**config.mk**
```make
export PLATFORM = sky130hd
export DESIGN_NAME = load_fsm
export DESIGN_NICKNAME = d
export VERILOG_FILES = /design/src/rtl/load_fsm.sv
export SDC_FILE = /design/constraint.sdc
export NUM_CORES = 1
export LEC_CHECK = 0
export ABC_AREA = 1
export BUFFER_PORTS_ARGS = -buffer_cell sky130_fd_sc_hd__buf_2
export CAP_MARGIN = 20
export CELL_PAD_IN_SITES_DETAIL_PLACEMENT = 1
export CELL_PAD_IN_SITES_GLOBAL_PLACEMENT = 2
export CORE_UTILIZATION = 25
export DETAILED_ROUTE_END_ITERATION = 10
export PLACE_DENSITY = 0.89
export SLEW_MARGIN = 20
export SYNTH_ARGS = -nofsm -noshare
export SYNTH_HDL_FRONTEND = slang
export SYNTH_SLANG_ARGS = --single-unit
```
**constraint.sdc**
```tcl
create_clock -name clk -period 2.48 [get_ports clk]
set_input_delay 0.744 -clock clk [delete_from_list [all_inputs] [get_ports clk]]
set_output_delay 0.744 -clock clk [all_outputs]
set_load 0.02 [all_outputs]
```
**src/rtl/load_fsm.sv**
```systemverilog
// rtl/load_fsm.sv - SHAKE message loader: packs words into rate-sized absorb blocks, optional pad (SHAKE_HW_PAD_EN)
module load_fsm (
    input  logic        clk,
    input  logic        rst,
    input  logic        valid_in,
    output logic        ready_out,
    input  logic [63:0] data_in,
    input  logic        last_in,
    input  logic [2:0]  last_bytes_in,
    input  logic        mode_in,
    input  logic        input_buffer_available_in,
    output logic        input_buffer_wr_out,
    output logic [4:0]  input_buffer_addr_out,
    output logic [63:0] input_buffer_data_out,
    output logic        input_buffer_we_out,
    output logic        last_input_block_out
);

`ifdef SHAKE_HW_PAD_EN
    localparam bit HW_PAD = 1'b1;
`else
    localparam bit HW_PAD = 1'b0;
`endif

    localparam logic [63:0] PAD_END = 64'h8000_0000_0000_0000;

    typedef enum logic [1:0] {IDLE, LOADING, PADDING, WAIT_BUFFER} state_t;

    state_t      state, state_nxt;
    logic [4:0]  cnt, cnt_nxt;
    logic        pad_pending, pad_pending_nxt;
    logic        pad_first, pad_first_nxt;
    logic        mode_q, mode_nxt;
    logic        wr_nxt, we_nxt, last_blk_nxt;
    logic [4:0]  addr_nxt;
    logic [63:0] data_nxt;

    logic        accept;
    logic        mode_eff;
    logic [4:0]  rate_m1;
    logic        at_end;
    logic        full_last;
    logic [63:0] last_word;
    logic [63:0] gen_word;

    always_comb begin
        ready_out = 1'b0;
        if (!rst) begin
            case (state)
                IDLE:    ready_out = input_buffer_available_in;
                LOADING: ready_out = 1'b1;
                default: ready_out = 1'b0;
            endcase
        end
    end

    // The rate is taken from mode_in on the first word, before mode_q has latched it.
    assign accept    = valid_in & ready_out;
    assign mode_eff  = (state == IDLE) ? mode_in : mode_q;
    assign rate_m1   = mode_eff ? 5'd16 : 5'd20;
    assign at_end    = (cnt == rate_m1);
    assign full_last = (last_bytes_in == 3'd0);

    // Final word: keep the message bytes, put 0x1F right after them, zero the rest.
    always_comb begin
        last_word = data_in;
        if (HW_PAD && !full_last) begin
            for (int i = 0; i < 8; i++) begin
                if (3'(i) == last_bytes_in)
                    last_word[8*i +: 8] = 8'h1F;
                else if (3'(i) > last_bytes_in)
                    last_word[8*i +: 8] = 8'h00;
            end
        end
    end

    always_comb begin
        gen_word = 64'd0;
        if (HW_PAD && pad_first) gen_word = gen_word ^ 64'h1F;
        if (HW_PAD && at_end)    gen_word = gen_word ^ PAD_END;
    end

    always_comb begin
        state_nxt       = state;
        cnt_nxt         = cnt;
        pad_pending_nxt = pad_pending;
        pad_first_nxt   = pad_first;
        mode_nxt        = mode_q;
        wr_nxt          = 1'b0;
        addr_nxt        = cnt;
        data_nxt        = data_in;
        we_nxt          = 1'b0;
        last_blk_nxt    = 1'b0;

        case (state)
            IDLE, LOADING: begin
                if (accept) begin
                    wr_nxt  = 1'b1;
                    cnt_nxt = cnt + 5'd1;
                    if (state == IDLE) mode_nxt = mode_in;
                    if (last_in) begin
                        data_nxt = last_word;
                        if (at_end) begin
                            we_nxt  = 1'b1;
                            cnt_nxt = 5'd0;
                            if (HW_PAD && full_last) begin
                                // No room for the pad in this block: one more block follows.
                                pad_pending_nxt = 1'b1;
                                pad_first_nxt   = 1'b1;
                                state_nxt       = WAIT_BUFFER;
                            end else begin
                                if (HW_PAD) data_nxt = last_word ^ PAD_END;
                                last_blk_nxt = 1'b1;
                                state_nxt    = IDLE;
                            end
                        end else begin
                            pad_first_nxt = HW_PAD & full_last;
                            state_nxt     = PADDING;
                        end
                    end else if (at_end) begin
                        we_nxt    = 1'b1;
                        cnt_nxt   = 5'd0;
                        state_nxt = WAIT_BUFFER;
                    end else begin
                        state_nxt = LOADING;
                    end
                end
            end
            PADDING: begin
                wr_nxt        = 1'b1;
                data_nxt      = gen_word;
                pad_first_nxt = 1'b0;
                if (at_end) begin
                    we_nxt       = 1'b1;
                    last_blk_nxt = 1'b1;
                    cnt_nxt      = 5'd0;
                    state_nxt    = IDLE;
                end else begin
                    cnt_nxt = cnt + 5'd1;
                end
            end
            WAIT_BUFFER: begin
                if (input_buffer_available_in) begin
                    cnt_nxt = 5'd0;
                    if (pad_pending) begin
                        pad_pending_nxt = 1'b0;
                        state_nxt       = PADDING;
                    end else begin
                        state_nxt = LOADING;
                    end
                end
            end
            default: state_nxt = IDLE;
        endcase
    end

    always_ff @(posedge clk) begin
        if (rst) begin
            state                 <= IDLE;
            cnt                   <= 5'd0;
            pad_pending           <= 1'b0;
            pad_first             <= 1'b0;
            mode_q                <= 1'b0;
            input_buffer_wr_out   <= 1'b0;
            input_buffer_addr_out <= 5'd0;
            input_buffer_data_out <= 64'd0;
            input_buffer_we_out   <= 1'b0;
            last_input_block_out  <= 1'b0;
        end else begin
            state                 <= state_nxt;
            cnt                   <= cnt_nxt;
            pad_pending           <= pad_pending_nxt;
            pad_first             <= pad_first_nxt;
            mode_q                <= mode_nxt;
            input_buffer_wr_out   <= wr_nxt;
            input_buffer_addr_out <= addr_nxt;
            input_buffer_data_out <= data_nxt;
            input_buffer_we_out   <= we_nxt;
            last_input_block_out  <= last_blk_nxt;
        end
    end

endmodule
```
* Word level (Yosys, flattened, before mapping)
Cells that the tools add are included.
Word-level totals: memories kept 0, flip-flop bits (word level) 80, memory bits (read-only) 0, latch bits 0, RAM bits 0, word-level logic and storage cells 46
Cells by class: $mul 0, bitwise operators 1, div/mod/pow operators 0, reduce and logical (&&, ||, !) cells 6, shifts and indexed selects 0, magnitude comparators 0, add/sub/neg operators 1, muxes and demuxes 23, equality and inequality tests 7
Operators by type and width (number):
- 5-bit two-way mux | 3
- 5-bit one-hot mux with 3 select lines | 1
- 2-bit two-way mux | 6
- 1-bit one-hot mux with 2 select lines | 4
- 1-bit two-way mux | 7
- 2-bit inequality test, second input constant | 3
- 2-bit one-hot mux with 3 select lines | 1
- 5-bit by 1-bit adder with 5-bit output, second input constant | 1
- 5-bit == test | 1
- 2-bit == test, second input constant | 2
- 2-bit AND reduction | 2
- 2-bit OR reduction | 2
- 3-bit two-way mux | 1
- 3-bit AND reduction | 1
- 2-bit by 1-bit == test with 1-bit output, second input constant | 1
- 2-bit logical NOT | 1
- 1-bit bitwise AND | 1

* Depth between registers and ports, before layout
word-level depth 8, mapped depth 9, depth with buffers taken out 9

* Least setup slack after synthesis
No wires, ideal clock.
path type input to output, from input port input_buffer_available_in, to output port ready_out, path buffers 0, cell stages on the path 4, data required time 1.736 ns, arrival time 1.183 ns, setup slack 0.553 ns, cells stage by stage inv_1 nand2_2 nand2_1 nor2_1
Between the ends: longest elaborated chain between the ends 2
RTL lines:
- from (decl) | RTL line 11 | input logic input_buffer_available_in,
- 1-bit one-hot mux with 2 select lines | RTL line 49 | case (state)
- 1-bit two-way mux | RTL line 48 | if (!rst) begin
- to (decl) | RTL line 6 | output logic ready_out,
Every way passes these cells.

* Worst setup path in the final report
Same ends and word-level chain as after synthesis.

==> impl_metrics.toml <==
[logic_synthesis]
synth_area_um2 = 2600
synth_cells = 299
async_reset_ff_share_pct = 0
ys_ff_latch = 80
synth_edf_count = 0
yosysSeqAreaShare_pct = 61.5
syn_avg_cell_area_um2 = 8.70
synth-warning-count = 0
ys.flop_type = "dfxtp_1"
ys_types = 22
syn-num-nets = 375

[routing]
drtAntennaViolNets = 0
via_per_inst = 3.80
wirelength_um = 6400
wl_per_cell_um = 10.9
drt_iter0_drc = 30
num_vias = 2226
first_pass_iters = 2
drcViolationCount = 0

[sta]
finalSetupViolations = 0
hold_viol = 0
holdWs_ns = 0.492
fin_worst_skew_ns = 0.00715
tightest_slew_ns = 0.316
setup_tns_ns = 0
grt_setup_unrepaired = "no"
slew_headroom_pct = 78.9
maxSlewViolCount = 0
max_freq_mhz = 502
fin_crit_sh_pct = 80.3
period_needed_ns = 1.99

[clock_network]
cts_resized = 0
htreeDepth = 3
insertion_delay_ns = 0.34
postCtsSetupBuffers = 0
clk_pin_slew_ns = 0.07
cts_buffers = 9
clock_sinks = 80
cts_max_path_buffers = 2
cts_tree = "built"
ctsHoldBuffers = 0
clock-root-buffer = "clkbuf_8"

[placed_design]
dp_hpwl_um = 5020
globalplace.congestion = 0.761
placed_cell_area_um2 = 3440
numPortBuffers = 142
place_inst = 570

[grt]
grt_pass1_vias = 2328
grt_max_degree = 31
antenna_found_initial = 0
grt-ovfl-total = 0
grt_use_total_pct = 12.6
grt_pass1_wl_um = 10700

[floorplanning]
initial_utilization_pct = 26.3
pin_count = 146
dieArea_um2 = 10800
die_w_um = 104
die_height_um = 104
coreArea_um2 = 9910
num_rows = 36

[critical_path]
critPathMaxFanout = 2
cp_common_cell = "buf_2"
worstRegToRegCells = 9
crit_required_ns = 1.74
max_stage_delay_ns = 0.16
crit_slowest_cell = "buf_2"
critPathCaptureType = "primary output"
cp-start-kind = "input pin"
path_cells = "buf_2, inv_1, nand2_2, nand2_1, nor2_1, buf_2"
arrival_ns = 1.25
worstSetupPathType = "in -> out"

[finish]
num_antenna_cells = 0
nets = 524
synthToLayoutAreaGrowth_pct = 41.9
stdcell_area_um2 = 3690
stdcell_count = 586
drive_above_1_share_pct = 38.6

[min_path]
hp-class = "reg -> reg"
min_path_cells = 2

[power_and_ir_drop]
p_per_area_nw_per_um2 = 785
irDropWorstVdd_mv = 0.268
p_leak_uw = 0.00213
power_uw = 2900

[run]
max_cap_violations = 0

[outcome]
status = "complete, no violations"
==> through the flow <==
stage | setup slack (ns) | util [%]
2_1_floorplan | 0.553 | -
4_1_cts | 0.478 | 37.3
3_5_place_dp | 0.479 | 34.7
5_1_grt | 0.395 | 37.3
3_3_place_gp | 0.460 | 34.7
6_report | 0.487 | 37.3
==> cells by family (layout without fill, tap and decap cells) <==
group,after synthesis,count (layout),synth area share (%)
buffers and inverters,92,246,15.3
AND/OR/NAND/NOR,111,111,18.7
adder cells (fa/ha/maj),3,3,1.44
AO/OA/AOI/OAI,11,11,2.36
XOR/XNOR,2,2,0.673
flip-flops,80,80,61.5
==> power breakdown <==
group | internal, µW | switching [µW] | leakage, µW
Sequential | 1360 | 20.8 | 0.000663
Combinational | 128 | 214 | 0.00134
Clock | 722 | 459 | 0.000126
==> routing by layer <==
layer,global-route usage [%],wire length [µm],share of wire [%],vias up
met4,7.04,127,2.0,0
met3,3.07,338,5.3,11
li1,-,-,-,1136
met1,13.6,2680,42,1001
met5,0,0,0,-
met2,22.3,3250,51,78
==> cell usage in the layout, fill, tap and decap left out, types with 2 or more instances in the layout <==
cell type and n:
clkbuf_8 11, inv_1 81, buf_2 142, buf_4 2
xor2_1 2, nand2_1 18, dfxtp_1 80, inv_2 3
nand3_2 2, o21ai_0 2, nand2_4 3, nor2_1 77
nand3_1 5, a21oi_1 4, ha_1 3, nand2_2 3
nor3_1 2, bufinv_16 3, o21ai_1 2
==> cell usage after synthesis, types with 2 or more instances <==
cell / number / area share, %
a21oi_1: 4 / 0.77
buf_6: 6 / 2.6
dfxtp_1: 80 / 62
ha_1: 3 / 1.4
inv_1: 81 / 12
inv_2: 3 / 0.43
nand2_1: 18 / 2.6
nand2_2: 3 / 0.72
nand2_4: 3 / 1.3
nand3_1: 5 / 0.96
nand3_2: 2 / 0.77
nor2_1: 77 / 11
nor3_1: 2 / 0.38
o21ai_0: 2 / 0.38
o21ai_1: 2 / 0.38
xor2_1: 2 / 0.67
==> cell type report <==
| cell class | count | area, µm² |
|---|---|---|
| clock buffers | 11 | 151 |
| clock inverters | 5 | 103 |
| fillers | 1251 | 6220 |
| inverters | 85 | 324 |
| multi-input cells | 127 | 602 |
| flip-flops and latches | 80 | 1600 |
| well taps | 133 | 166 |
| repair buffers | 145 | 746 |
==> worst max-delay path: cells and delay by family <==
kind | cells | cell delay (ns)
buffers and inverters | 3 | 0.29
and+or+nand+nor | 3 | 0.20
==> path summary, 6_finish.rpt <==
path	from	endpoint	slack, ns
max	input_buffer_available_in	ready_out	0.49
min	addr_nxt[4]$_SDFFE_PP0P_	input_buffer_addr_out[4]$_SDFF_PP0_	0.49
max reg2reg	addr_nxt[0]$_SDFFE_PP0P_	state[1]$_SDFFE_PP0P_	1.00
min reg2reg	addr_nxt[4]$_SDFFE_PP0P_	input_buffer_addr_out[4]$_SDFF_PP0_	0.49
==> state kept, by name, summed over array words and instances (netlist names), named ones only <==
| signal | cells |
|---|---|
| addr_nxt | 5 |
| input_buffer_wr_out | 1 |
| last_input_block_out | 1 |
| input_buffer_addr_out | 5 |
| state | 1 |
| mode_q | 1 |
| input_buffer_we_out | 1 |
| input_buffer_data_out | 64 |
(Power assumes the default switching activity.)
